--- src/rtl/tl_monitor.sv ---
// Traffic-light monitor: rebuilds the controller state S0..S7 from the two
// light codes, times each state's dwell and flags illegal or conflicting lights.
module tl_monitor #(
    parameter int DWELL_W = 8
) (
    input  logic               clk,
    input  logic               reset_n,
    input  logic [1:0]         La,
    input  logic [1:0]         Lb,
    input  logic               clr,
    output logic               locked,
    output logic [2:0]         state_est,
    output logic [DWELL_W-1:0] dwell,
    output logic [7:0]         cycle_cnt,
    output logic               err_seq,
    output logic               err_conflict,
    output logic               err_flag
);

    typedef enum logic {
        UNLOCKED = 1'b0,
        TRACK    = 1'b1
    } fsm_e;

    localparam logic [3:0]         LOCK_CODE = 4'b1000;
    localparam logic [DWELL_W-1:0] DWELL_MAX = '1;
    localparam logic [DWELL_W-1:0] DWELL_ONE = DWELL_W'(1);

    // {La,Lb} the controller drives while sitting in state s
    function automatic logic [3:0] code_of(input logic [2:0] s);
        logic [3:0] c;
        case (s)
            3'd0:    c = 4'b1000;
            3'd1:    c = 4'b0100;
            3'd2:    c = 4'b1100;
            3'd3:    c = 4'b0100;
            3'd4:    c = 4'b0010;
            3'd5:    c = 4'b0001;
            3'd6:    c = 4'b0011;
            default: c = 4'b0001;
        endcase
        return c;
    endfunction

    fsm_e               fsm_q, fsm_d;
    logic [2:0]         state_q, state_d;
    logic [DWELL_W-1:0] dwell_q, dwell_d;
    logic [7:0]         cycle_q, cycle_d;
    logic               seq_q, seq_d;
    logic               conf_q, conf_d;
    logic               flag_q, flag_d;

    logic [3:0] sample;
    logic [2:0] succ;
    logic       conflict;
    logic       wrap;

    assign sample   = {La, Lb};
    assign succ     = state_q + 3'd1;
    assign conflict = (La != 2'b00) && (Lb != 2'b00);

    always_ff @(posedge clk or negedge reset_n) begin
        if (!reset_n) begin
            fsm_q   <= UNLOCKED;
            state_q <= '0;
            dwell_q <= '0;
            cycle_q <= '0;
            seq_q   <= 1'b0;
            conf_q  <= 1'b0;
            flag_q  <= 1'b0;
        end else begin
            fsm_q   <= fsm_d;
            state_q <= state_d;
            dwell_q <= dwell_d;
            cycle_q <= cycle_d;
            seq_q   <= seq_d;
            conf_q  <= conf_d;
            flag_q  <= flag_d;
        end
    end

    always_comb begin
        fsm_d   = fsm_q;
        state_d = state_q;
        dwell_d = dwell_q;
        seq_d   = 1'b0;
        conf_d  = conflict;
        wrap    = 1'b0;
        unique case (fsm_q)
            UNLOCKED: begin
                if (sample == LOCK_CODE) begin
                    fsm_d   = TRACK;
                    state_d = 3'd0;
                    dwell_d = DWELL_ONE;
                end
            end
            TRACK: begin
                if (!conflict && sample == code_of(state_q)) begin
                    if (dwell_q != DWELL_MAX) dwell_d = dwell_q + DWELL_ONE;
                end else if (!conflict && sample == code_of(succ)) begin
                    state_d = succ;
                    dwell_d = DWELL_ONE;
                    wrap    = (state_q == 3'd7);
                end else begin
                    seq_d   = 1'b1;
                    fsm_d   = UNLOCKED;
                    state_d = 3'd0;
                    dwell_d = '0;
                end
            end
            default: fsm_d = UNLOCKED;
        endcase
        // a rotation completing alongside clr still counts
        cycle_d = (clr ? 8'd0 : cycle_q) + {7'd0, wrap};
        flag_d  = (flag_q & ~clr) | seq_d | conf_d;
    end

    always_comb begin
        locked       = (fsm_q == TRACK);
        state_est    = state_q;
        dwell        = dwell_q;
        cycle_cnt    = cycle_q;
        err_seq      = seq_q;
        err_conflict = conf_q;
        err_flag     = flag_q;
    end

endmodule

--- config.mk ---
export PLATFORM = sky130hd
export DESIGN_NAME = tl_monitor
export DESIGN_NICKNAME = d
export VERILOG_FILES = /design/src/rtl/tl_monitor.sv
export SDC_FILE = /design/constraint.sdc
export NUM_CORES = 1
export LEC_CHECK = 0
export BUFFER_PORTS_ARGS = -buffer_cell sky130_fd_sc_hd__buf_2
export CAP_MARGIN = 20
export CORE_MARGIN = 2
export CORE_UTILIZATION = 45
export DETAILED_ROUTE_END_ITERATION = 7
export GPL_TIMING_DRIVEN = 0
export HOLD_SLACK_MARGIN = 0.05
export PLACE_DENSITY = 0.82
export SYNTH_ARGS = -nofsm -noshare
export SYNTH_HDL_FRONTEND = slang
export SYNTH_SLANG_ARGS = --single-unit
--- constraint.sdc ---
create_clock -name clk -period 2.9 [get_ports clk]
set_input_delay 0.145 -clock clk [delete_from_list [all_inputs] [get_ports clk]]
set_output_delay 0.145 -clock clk [all_outputs]
set_load 0.02 [all_outputs]
==> reports/summary.txt, run 1 <==
==========================================================================================
Post-synthesis share of cell area spent on and, or, nand and nor gates               0.222
Fraction of synthesized area in multiplexers                                        0.0148
WP buf/inv                                                                               2
Critical path startpoint category                                                 register
Die outline height                                                                 58.8 um
Detailed-route DRC error count                                                           4
Count of antenna diodes in the layout                                                    0
Critical path, cell by cell                                                   buf_6 -> inv_1 -> ha_1 -> or3b_4 -> a211oi_2 -> or3_4 -> nand2_1 -> and3_1 -> and2_1 -> ha_2 -> and3_4 -> nand3_1 -> xor2_1 -> nor2_1
Commonest non-fill, non-tap cell in the layout                                sky130_fd_sc_hd__buf_2
Die width                                                                          58.8 um
Power density over the cells                                                    433 nW/um2
Post-route design area                                                            1700 um2
Routed via count divided by cell count                                                5.60
Worst hold slack after final layout                                              0.0847 ns
Post-synthesis adder-cell area fraction                                             0.0741
Cell area after technology mapping                                                1350 um2
Aggregate routed wire length                                                       2980 um
Effective utilization at floorplan                                                   0.482
Most used cells in the layout excluding fill and tap cells                    29 x sky130_fd_sc_hd__buf_2, 22 x sky130_fd_sc_hd__dfrtp_1, 14 x sky130_fd_sc_hd__nor2_1
Slew Limit Headroom                                                                  0.594
Met1 Use GR                                                                          0.212
Most frequently used flop master after synthesis                              sky130_fd_sc_hd__dfrtp_1
Parity-gate share of the synthesized area counting xor and xnor cells               0.0843
Largest fanout on the critical path                                                      4
Number of clock sinks                                                                   23
Number of rows in the core area                                                         19
Arrival time reported for the critical path endpoint                               2.93 ns
First-pass GRT wire length                                                         4770 um
Number of fillers in the final layout                                                  254
Distinct cells, synth                                                                   40
Count of vias placed by the detailed router                                           1159
Layout net count                                                                       192
Worst R2R Setup Slack                                                              0.17 ns
Clock edge transition at the registers on the reported setup and hold paths        0.13 ns
Largest family of logic cells by synthesized area                             simple AND/OR/NAND/NOR gates
Critical path endpoint category                                                   register
Path type of the worst min-delay path                                            in -> reg
I/O pin count                                                                           30
Overall Global Routing Usage                                                         0.174
Cell with the largest stage delay on the worst path                           sky130_fd_sc_hd__dfrtp_2
Synth-to-Final Area Change                                                           25.5%
# Max-Cap Violations                                                                     0
Detailed Routing Iterations Pass 1                                                       6
Async set-or-reset flop fraction in the synthesized netlist                           1.00
Placed wire-length estimate after detailed placement                               2170 um
Failing checks                                                                design-rule violations
Setup Skew                                                                      0.00761 ns
GRT overflow                                                                             0
Via count of the first global-routing pass                                            1112
Deepest level of the CTS H-tree                                                          1
Max Clock Freq                                                                     366 MHz
Clock tree root buffer cell                                                   sky130_fd_sc_hd__clkbuf_4
Count of endpoints failing setup in the final report                                     0
Multi-input combinational cell area                                                791 um2
Number of CTS-inserted buffers                                                           3
Detailed-route wire length per cell                                                14.4 um
CTS tree                                                                              done
Status                                                                        finished with violations
GRT Max-Usage Layer                                                                   met2
Share of the synthesized area in compound gates (AO/OA/AOI/OAI)                      0.149
Starting DRC count in detailed routing                                                  47
Initial antenna violation count                                                          0
Count of state elements after synthesis                                                 23
Register Area                                                                      577 um2
Die Footprint                                                                     3460 um2
Required time at the worst-slack endpoint                                          3.10 ns
Min Tclk post-route                                                                2.73 ns
Worst IR drop on VDD                                                              0.203 mV
Number of nets with antenna violations after detailed routing                            0
Delay contributed by the slowest stage of the critical path                        0.42 ns
Synth Instances                                                                        134
Category of cells accounting for the largest share of critical-path delay     simple AND/OR/NAND/NOR gates
IO Port Bufs                                                                            29
Global placer's final weighted congestion                                            0.825
Number of flops mapped to enable cells by yosys                                          0
Proportion of layout cells with a drive suffix above 1                               0.341
M3 GR Usage                                                                         0.0132
Leakage dissipation                                                               0.813 nW
Warnings from Yosys                                                                      0
Sequential element share of the synthesized area                                     0.426
Layout Cells excl Fill                                                                 207
Final Total Pwr                                                                     734 uW
Pin count of the biggest net entering global routing                                    24
Share of the cycle needed by the critical path after routing                         0.943
Type of the setup path with the least slack                                     reg -> reg
Synthesized Nets                                                                       149
Core ar.                                                                          2810 um2
Bufs on Longest Clock Path                                                               2
Mean instance size in the synthesized netlist                                     10.1 um2
Met2 track utilization from global routing                                           0.327
Slew at the pin with the worst max-slew slack                                     0.609 ns
Skew-Pair Late Insertion Delay                                                     0.30 ns
Final Slew Violations                                                                    0
Final hold violation count                                                               0
Cell area after placement                                                         1540 um2
Post-placement cell count                                                              194
==========================================================================================
[metrics by stage]
| step | TNS [ns] | utilization | setup WS, ns |
|---|---|---|---|
| after floorplan | 0 | - | 0.0541 |
| after global placement | -0.276 | 0.548 | -0.0758 |
| after detailed placement | -0.921 | 0.548 | -0.212 |
| after CTS | 0 | 0.578 | 0.00891 |
| after global routing | -0.0911 | 0.604 | -0.0491 |
| final | 0 | 0.604 | 0.166 |
[flip-flops by register name (all words and copies together), names as in the netlist]
signal	flops
cycle_cnt	8
locked	1
dwell	8
err_flag	1
state_est	3
err_conflict	1
err_seq	1
[repair_timing]
| item | 4_1_cts | 5_1_grt |
|---|---|---|
| cloned | 0 | 0 |
| endpoints found under the setup margin | 6 | 5 |
| setup buffers | 3 | 5 |
| pin swaps | 2 | 4 |
| gates resized for setup | 6 | 7 |
| hold buffers | 1 | 0 |
| endpoints found under the hold margin | 23 | 0 |
[area by class of cell]
cell class / instances / area share
repair buffers: 38 / 0.127
well taps: 31 / 0.0229
flip-flops and latches: 23 / 0.340
inverters: 5 / 0.0111
clock inverters: 1 / 0.00295
multi-input cells: 103 / 0.466
clock buffers: 3 / 0.0133
plain buffers: 3 / 0.0162
[synth_stat cells, types with 2 or more instances]
master / n / area, um2
sky130_fd_sc_hd__a211oi_1: 2 / 15.0
sky130_fd_sc_hd__a21oi_1: 4 / 20.0
sky130_fd_sc_hd__and2_1: 3 / 18.8
sky130_fd_sc_hd__and3_1: 4 / 25.0
sky130_fd_sc_hd__and4_1: 2 / 17.5
sky130_fd_sc_hd__dfrtp_1: 23 / 576
sky130_fd_sc_hd__ha_1: 8 / 100
sky130_fd_sc_hd__inv_1: 5 / 18.8
sky130_fd_sc_hd__mux2i_1: 2 / 20.0
sky130_fd_sc_hd__nand2_1: 8 / 30.0
sky130_fd_sc_hd__nand3_1: 7 / 35.0
sky130_fd_sc_hd__nor2_1: 14 / 52.6
sky130_fd_sc_hd__nor2b_1: 3 / 18.8
sky130_fd_sc_hd__nor2b_2: 2 / 17.5
sky130_fd_sc_hd__nor3_1: 6 / 30.0
sky130_fd_sc_hd__o21ai_0: 4 / 20.0
sky130_fd_sc_hd__o22a_1: 2 / 17.5
sky130_fd_sc_hd__o22ai_1: 2 / 12.5
sky130_fd_sc_hd__xnor2_1: 4 / 35.0
sky130_fd_sc_hd__xor2_1: 9 / 78.8
[power by group]
part / total, mW / leakage (nW) / internal (mW) / switching [mW]
logic: 0.225 / 0.487 / 0.0901 / 0.135
clock network: 0.144 / 0.0177 / 0.0513 / 0.0931
registers: 0.364 / 0.308 / 0.343 / 0.0217
[logic make-up after synthesis]
family                     count (synthesis)
AOI/OAI and AO/OA                         25
xor gates and xnor gates                  13
adders and majority gates                  8
buffers and inverters                      8
DFF                                       23
muxes                                      2
and+or+nand+nor                           55
[path summary, 6_finish.rpt]
path	start	to	cells past startpoint
setup reg to reg	state_est[0]$_DFFE_PN0P_	cycle_cnt[5]$_DFF_PN0_	14
hold reg to reg	err_flag$_DFF_PN0_	err_flag$_DFF_PN0_	1
hold / removal	clr	cycle_cnt[7]$_DFF_PN0_	2
max in group asynchronous	reset_n	state_est[0]$_DFFE_PN0P_	2
min in group asynchronous	reset_n	err_conflict$_DFF_PN0_	2
setup / recovery	state_est[0]$_DFFE_PN0P_	cycle_cnt[5]$_DFF_PN0_	14
[per-layer routing]
layer / share of wire / routed length, um
met1: 0.41 / 1220
met2: 0.55 / 1630
met4: 0.0087 / 26
met5: 0 / 0
met3: 0.035 / 104
No activity file was read; power rests on OpenSTA's default activity.
==> inputs of run 2 (changes only) <==
- CTS_CLUSTER_DIAMETER: default -> 30
- PLACE_DENSITY: 0.82 -> 0.8
- clock period: 2.9 -> 3.35 ns (I/O delays scaled with it)
==> reports/summary.txt, run 2 (same netlist as run 1, synthesis figures left out) <==
==========================================================================================
Delay contributed by the slowest stage of the critical path                        0.43 ns
Fraction of power spent switching nets                                               0.346
Met1 Use GR                                                                          0.247
Share of the cycle needed by the critical path after routing                         0.920
Aggregate routed wire length                                                       2840 um
Commonest non-fill, non-tap cell in the layout                                sky130_fd_sc_hd__buf_2
Worst IR drop on VDD                                                              0.182 mV
Arrival time reported for the critical path endpoint                               3.29 ns
Slew Limit Headroom                                                                  0.602
CTS tree                                                                              done
Setup repair after global routing missed its margin                                  false
Power density over the cells                                                    395 nW/um2
Initial antenna violation count                                                          0
Skew-Pair Late Insertion Delay                                                     0.31 ns
Starting DRC count in detailed routing                                                  50
Die width                                                                          58.8 um
Proportion of layout cells with a drive suffix above 1                               0.268
Core occupancy in the finished layout                                                0.564
Min setup slack post-route                                                        0.267 ns
Leakage dissipation                                                               0.777 nW
Count of endpoints failing setup in the final report                                     0
Deepest level of the CTS H-tree                                                          1
Global placer's final weighted congestion                                            0.821
Critical path endpoint category                                                   register
Number of fillers in the final layout                                                  281
Total net switching power                                                           217 uW
Die outline height                                                                 58.8 um
Effective utilization at floorplan                                                   0.482
Most numerous cell on the critical path                                       sky130_fd_sc_hd__ha_1
Bufs on Longest Clock Path                                                               2
Status                                                                        finished with violations
Max Clock Freq                                                                     324 MHz
Register Area                                                                      577 um2
Multi-input combinational cell area                                                742 um2
Final Total Pwr                                                                     625 uW
TNS Setup                                                                             0 ns
Path type of the worst min-delay path                                            in -> reg
Largest fanout on the critical path                                                     10
Number of clock sinks                                                                   23
Layout Cells excl Fill                                                                 199
Type of the setup path with the least slack                                     reg -> reg
Routed via count divided by cell count                                                5.66
Overall Global Routing Usage                                                         0.184
Clock edge transition at the registers on the reported setup and hold paths        0.13 ns
Synth-to-Final Area Change                                                           17.1%
Die Footprint                                                                     3460 um2
# Max-Cap Violations                                                                     0
Detailed Routing Iterations Pass 1                                                       6
Number of nets with antenna violations after detailed routing                            0
Final Slew Violations                                                                    0
Detailed-route wire length per cell                                                14.3 um
Pin count of the biggest net entering global routing                                    24
Min Tclk post-route                                                                3.08 ns
Met2 track utilization from global routing                                           0.319
Core ar.                                                                          2810 um2
Number of rows in the core area                                                         19
IO Port Bufs                                                                            29
Setup Skew                                                                       0.0114 ns
Clock tree root buffer cell                                                   sky130_fd_sc_hd__clkbuf_4
Part of the power in the clock network                                               0.204
Most used cells in the layout excluding fill and tap cells                    29 x sky130_fd_sc_hd__buf_2, 22 x sky130_fd_sc_hd__dfrtp_1, 14 x sky130_fd_sc_hd__nor2_1
Share of total power in combinational logic                                          0.289
Detailed-route DRC error count                                                           2
Worst slack at placement                                                          0.215 ns
Critical path, cell by cell                                                   clkbuf_4 -> inv_1 -> ha_1 -> or3b_1 -> a211oi_1 -> or3_2 -> nand2_1 -> and3_1 -> and2_1 -> ha_1 -> ha_1 -> nand3_1 -> xor2_1 -> nor2_1
M3 GR Usage                                                                         0.0132
Via count of the first global-routing pass                                            1112
GRT overflow                                                                             0
Required time at the worst-slack endpoint                                          3.56 ns
Post-placement cell count                                                              194
I/O pin count                                                                           30
First-pass GRT wire length                                                         4990 um
Count of vias placed by the detailed router                                           1126
Slew at the pin with the worst max-slew slack                                     0.597 ns
Cell with the largest stage delay on the worst path                           sky130_fd_sc_hd__dfrtp_2
Placed wire-length estimate after detailed placement                               2190 um
Number of CTS-inserted buffers                                                           3
Count of antenna diodes in the layout                                                    0
GRT Max-Usage Layer                                                                   met2
Sequential fraction of design power                                                  0.507
Layout net count                                                                       184
Design internal power                                                               409 uW
Failing checks                                                                design-rule violations
Final hold violation count                                                               0
Critical path startpoint category                                                 register
==========================================================================================
==> run 2: cell type report <==
| cell class | count | share of cell area |
|---|---|---|
| multi-input cells | 103 | 0.469 |
| flip-flops and latches | 23 | 0.364 |
| inverters | 5 | 0.0119 |
| clock buffers | 3 | 0.0142 |
| repair buffers | 30 | 0.0980 |
| clock inverters | 1 | 0.00316 |
| plain buffers | 3 | 0.0150 |
| well taps | 31 | 0.0245 |
==> run 2: critical path, delay by kind of cell, from the launching register on <==
family                     cells  cell delay [ns]
AOI/OAI and AO/OA              1             0.24
xor gates and xnor gates       1             0.16
DFF                            1             0.43
and+or+nand+nor                7             1.20
adders and majority gates      3             0.66
buffers and inverters          2             0.28
==> run 2: power groups by stage <==
| stage | Clock [mW] | Sequential (mW) | Combinational (mW) |
|---|---|---|---|
| after floorplan | 0 | 0.341 | 0.100 |
| after global placement | 0 | 0.321 | 0.172 |
| after detailed placement | 0 | 0.322 | 0.178 |
| after CTS | 0.130 | 0.317 | 0.181 |
| after global routing | 0.140 | 0.320 | 0.199 |
| final | 0.128 | 0.317 | 0.181 |
==> run 2: per-stage QoR <==
stage | hold slack [ns] | instance area, um2
after floorplan | -0.128 | 1350
after global placement | 0.156 | 1540
after detailed placement | 0.167 | 1540
after CTS | 0.0944 | 1570
after global routing | 0.105 | 1580
final | 0.0940 | 1580
==> run 2: what timing repair did <==
action                                  in CTS  in global routing
hold buffers                                 1                  0
endpoints found under the hold margin       23                  0
endpoints found under the setup margin       0                  4
buffers inserted                             0                  0
gates resized for setup                      0                  3
==> run 2: final timing paths <==
kind / start / to / slack (ns) / cells after the start
hold / removal: clr / cycle_cnt[7]$_DFF_PN0_ / 0.09 / 2
setup / recovery: state_est[0]$_DFFE_PN0P_ / cycle_cnt[4]$_DFF_PN0_ / 0.27 / 14
max in group asynchronous: reset_n / state_est[0]$_DFFE_PN0P_ / 2.63 / 2
min in group asynchronous: reset_n / locked$_DFF_PN0_ / 0.34 / 2
hold reg to reg: err_flag$_DFF_PN0_ / err_flag$_DFF_PN0_ / 0.53 / 1
setup reg to reg: state_est[0]$_DFFE_PN0P_ / cycle_cnt[4]$_DFF_PN0_ / 0.27 / 14
==> run 2: per-layer routing <==
metal / share of wire / vias to the layer above
li1: - / 548
met5: 0 / -
met2: 0.51 / 27
met3: 0.040 / 2
met1: 0.44 / 549
met4: 0.0092 / 0
==> inputs of run 3 (changes only) <==
- CORE_MARGIN: 2 -> 3
- SETUP_SLACK_MARGIN: default -> 0.5
==> reports/summary.txt, run 3 (same netlist as run 1, synthesis figures left out) <==
==========================================================================================
Design internal power                                                               416 uW
Count of vias placed by the detailed router                                           1149
Slew at the pin with the worst max-slew slack                                     0.634 ns
Detailed Routing Iterations Pass 1                                                       4
Path type of the worst min-delay path                                            in -> reg
IO Port Bufs                                                                            29
Number of nets with antenna violations after detailed routing                            0
Core occupancy in the finished layout                                                0.600
Layout net count                                                                       189
Number of clock sinks                                                                   23
Proportion of layout cells with a drive suffix above 1                               0.347
Final hold violation count                                                               0
Skew-Pair Late Insertion Delay                                                     0.31 ns
Final Total Pwr                                                                     636 uW
Required time at the worst-slack endpoint                                          3.57 ns
Layout Cells excl Fill                                                                 204
Max Clock Freq                                                                     367 MHz
I/O pin count                                                                           30
Total net switching power                                                           221 uW
Via count of the first global-routing pass                                            1072
Global placer's final weighted congestion                                            0.828
Starting DRC count in detailed routing                                                  62
Count of endpoints failing setup in the final report                                     0
Critical path startpoint category                                                 register
Bufs on Longest Clock Path                                                               2
Min Tclk post-route                                                                2.72 ns
# Max-Cap Violations                                                                     0
Aggregate routed wire length                                                       2930 um
Clock tree root buffer cell                                                   sky130_fd_sc_hd__clkbuf_4
Critical path endpoint category                                                   register
Pin count of the biggest net entering global routing                                    24
Deepest level of the CTS H-tree                                                          1
Die width                                                                          60.8 um
Most used cells in the layout excluding fill and tap cells                    29 x sky130_fd_sc_hd__buf_2, 22 x sky130_fd_sc_hd__dfrtp_1, 14 x sky130_fd_sc_hd__nor2_1
Worst IR drop on VDD                                                              0.187 mV
Final Slew Violations                                                                    0
Number of rows in the core area                                                         19
Number of CTS-inserted buffers                                                           3
Detailed-route DRC error count                                                           0
Type of the setup path with the least slack                                     reg -> reg
Clock edge transition at the registers on the reported setup and hold paths        0.12 ns
Setup Skew                                                                      0.00148 ns
Status                                                                        finished, final reports clean
Setup repair after global routing missed its margin                                  false
Overall Global Routing Usage                                                         0.165
Arrival time reported for the critical path endpoint                               2.94 ns
Sequential fraction of design power                                                  0.497
GRT overflow                                                                             0
Placed wire-length estimate after detailed placement                               2180 um
Synth-to-Final Area Change                                                           24.6%
Slew Limit Headroom                                                                  0.577
Core ar.                                                                          2810 um2
Power density over the cells                                                    378 nW/um2
CTS tree                                                                              done
Share of the cycle needed by the critical path after routing                         0.813
TNS Setup                                                                             0 ns
Detailed-route wire length per cell                                                14.3 um
Fraction of power spent switching nets                                               0.347
Die outline height                                                                 60.8 um
Part of the power in the clock network                                               0.202
Number of fillers in the final layout                                                  246
Effective utilization at floorplan                                                   0.482
First-pass GRT wire length                                                         4600 um
Routed via count divided by cell count                                                5.63
Die Footprint                                                                     3700 um2
Initial antenna violation count                                                          0
Post-placement cell count                                                              194
Commonest non-fill, non-tap cell in the layout                                sky130_fd_sc_hd__buf_2
Count of antenna diodes in the layout                                                    0
Leakage dissipation                                                               0.793 nW
Largest fanout on the critical path                                                      4
Share of total power in combinational logic                                          0.301
==========================================================================================
## run 3: cell count changes in the layout (fill, tap and decap cells not counted), moves of 2 or more
cell | before | now
sky130_fd_sc_hd__ha_4 | 0 | 2
sky130_fd_sc_hd__o21ai_1 | 0 | 2
sky130_fd_sc_hd__ha_2 | 0 | 4
sky130_fd_sc_hd__o21ai_0 | 4 | 2
sky130_fd_sc_hd__ha_1 | 8 | 2
sky130_fd_sc_hd__buf_4 | 0 | 5
## run 3: power by group through the flow
| stage | clock network (mW) | registers, mW | logic (mW) |
|---|---|---|---|
| 2_1_floorplan | 0 | 0.342 | 0.100 |
| 4_1_cts | 0.130 | 0.317 | 0.190 |
| 3_3_place_gp | 0 | 0.321 | 0.172 |
| 3_5_place_dp | 0 | 0.322 | 0.179 |
| 5_1_grt | 0.140 | 0.319 | 0.210 |
| 6_report | 0.128 | 0.317 | 0.191 |
## run 3: cell type report
class	count	area (um2)	share of cell area
clock inverters	1	5.00	0.00297
flip-flops and latches	23	577	0.342
clock buffers	3	22.5	0.0134
well taps	31	38.8	0.0230
repair buffers	35	193	0.114
multi-input cells	103	802	0.476
plain buffers	3	27.5	0.0163
inverters	5	18.8	0.0111
## run 3: final timing paths
check | from | slack, ns | endpoint | cells past startpoint
worst max-delay path | state_est[1]$_DFFE_PN0P_ | 0.63 | cycle_cnt[5]$_DFF_PN0_ | 13
worst min-delay path | clr | 0.09 | cycle_cnt[5]$_DFF_PN0_ | 2
worst max register to register | state_est[1]$_DFFE_PN0P_ | 0.63 | cycle_cnt[5]$_DFF_PN0_ | 13
worst min register to register | err_flag$_DFF_PN0_ | 0.51 | err_flag$_DFF_PN0_ | 1
max in group asynchronous | reset_n | 2.65 | state_est[0]$_DFFE_PN0P_ | 2
min in group asynchronous | reset_n | 0.34 | locked$_DFF_PN0_ | 2
## run 3: metrics by stage
stage	hold slack [ns]	setup WS (ns)	area (um2)
finish	0.0935	0.627	1680
global route	0.0987	0.488	1680
CTS	0.0877	0.527	1630
detailed placement	0.169	0.267	1540
global placement	0.156	0.376	1540
floorplan	-0.128	0.504	1350
## run 3: critical path: stages, from the launching register on
cell and delay [ns]:
sky130_fd_sc_hd__dfrtp_1 0.42, sky130_fd_sc_hd__buf_4 0.15, sky130_fd_sc_hd__ha_2 0.18, sky130_fd_sc_hd__or3b_1 0.41, sky130_fd_sc_hd__a211oi_2 0.21, sky130_fd_sc_hd__or3_4 0.15
sky130_fd_sc_hd__nand2_1 0.07, sky130_fd_sc_hd__and3_1 0.18, sky130_fd_sc_hd__and2_1 0.16, sky130_fd_sc_hd__ha_2 0.20, sky130_fd_sc_hd__and3_4 0.18, sky130_fd_sc_hd__nand3_1 0.09
sky130_fd_sc_hd__xor2_1 0.16, sky130_fd_sc_hd__nor2_1 0.05
## run 3: layer usage
| metal | vias up | part of all wire | global-route usage |
|---|---|---|---|
| met4 | 0 | 0.024 | 0.0743 |
| li1 | 560 | - | - |
| met1 | 549 | 0.43 | 0.198 |
| met3 | 7 | 0.042 | 0.0213 |
| met2 | 33 | 0.51 | 0.292 |
| met5 | - | 0 | 0 |
## run 3: what timing repair did
item                                   4_1_cts  5_1_grt
endpoints found under the hold margin       23        0
hold buffers                                 1        0
setup endpoints to repair                    6        5
buffers inserted                             4        1
gates resized for setup                      7       11
pin swaps                                    2        6
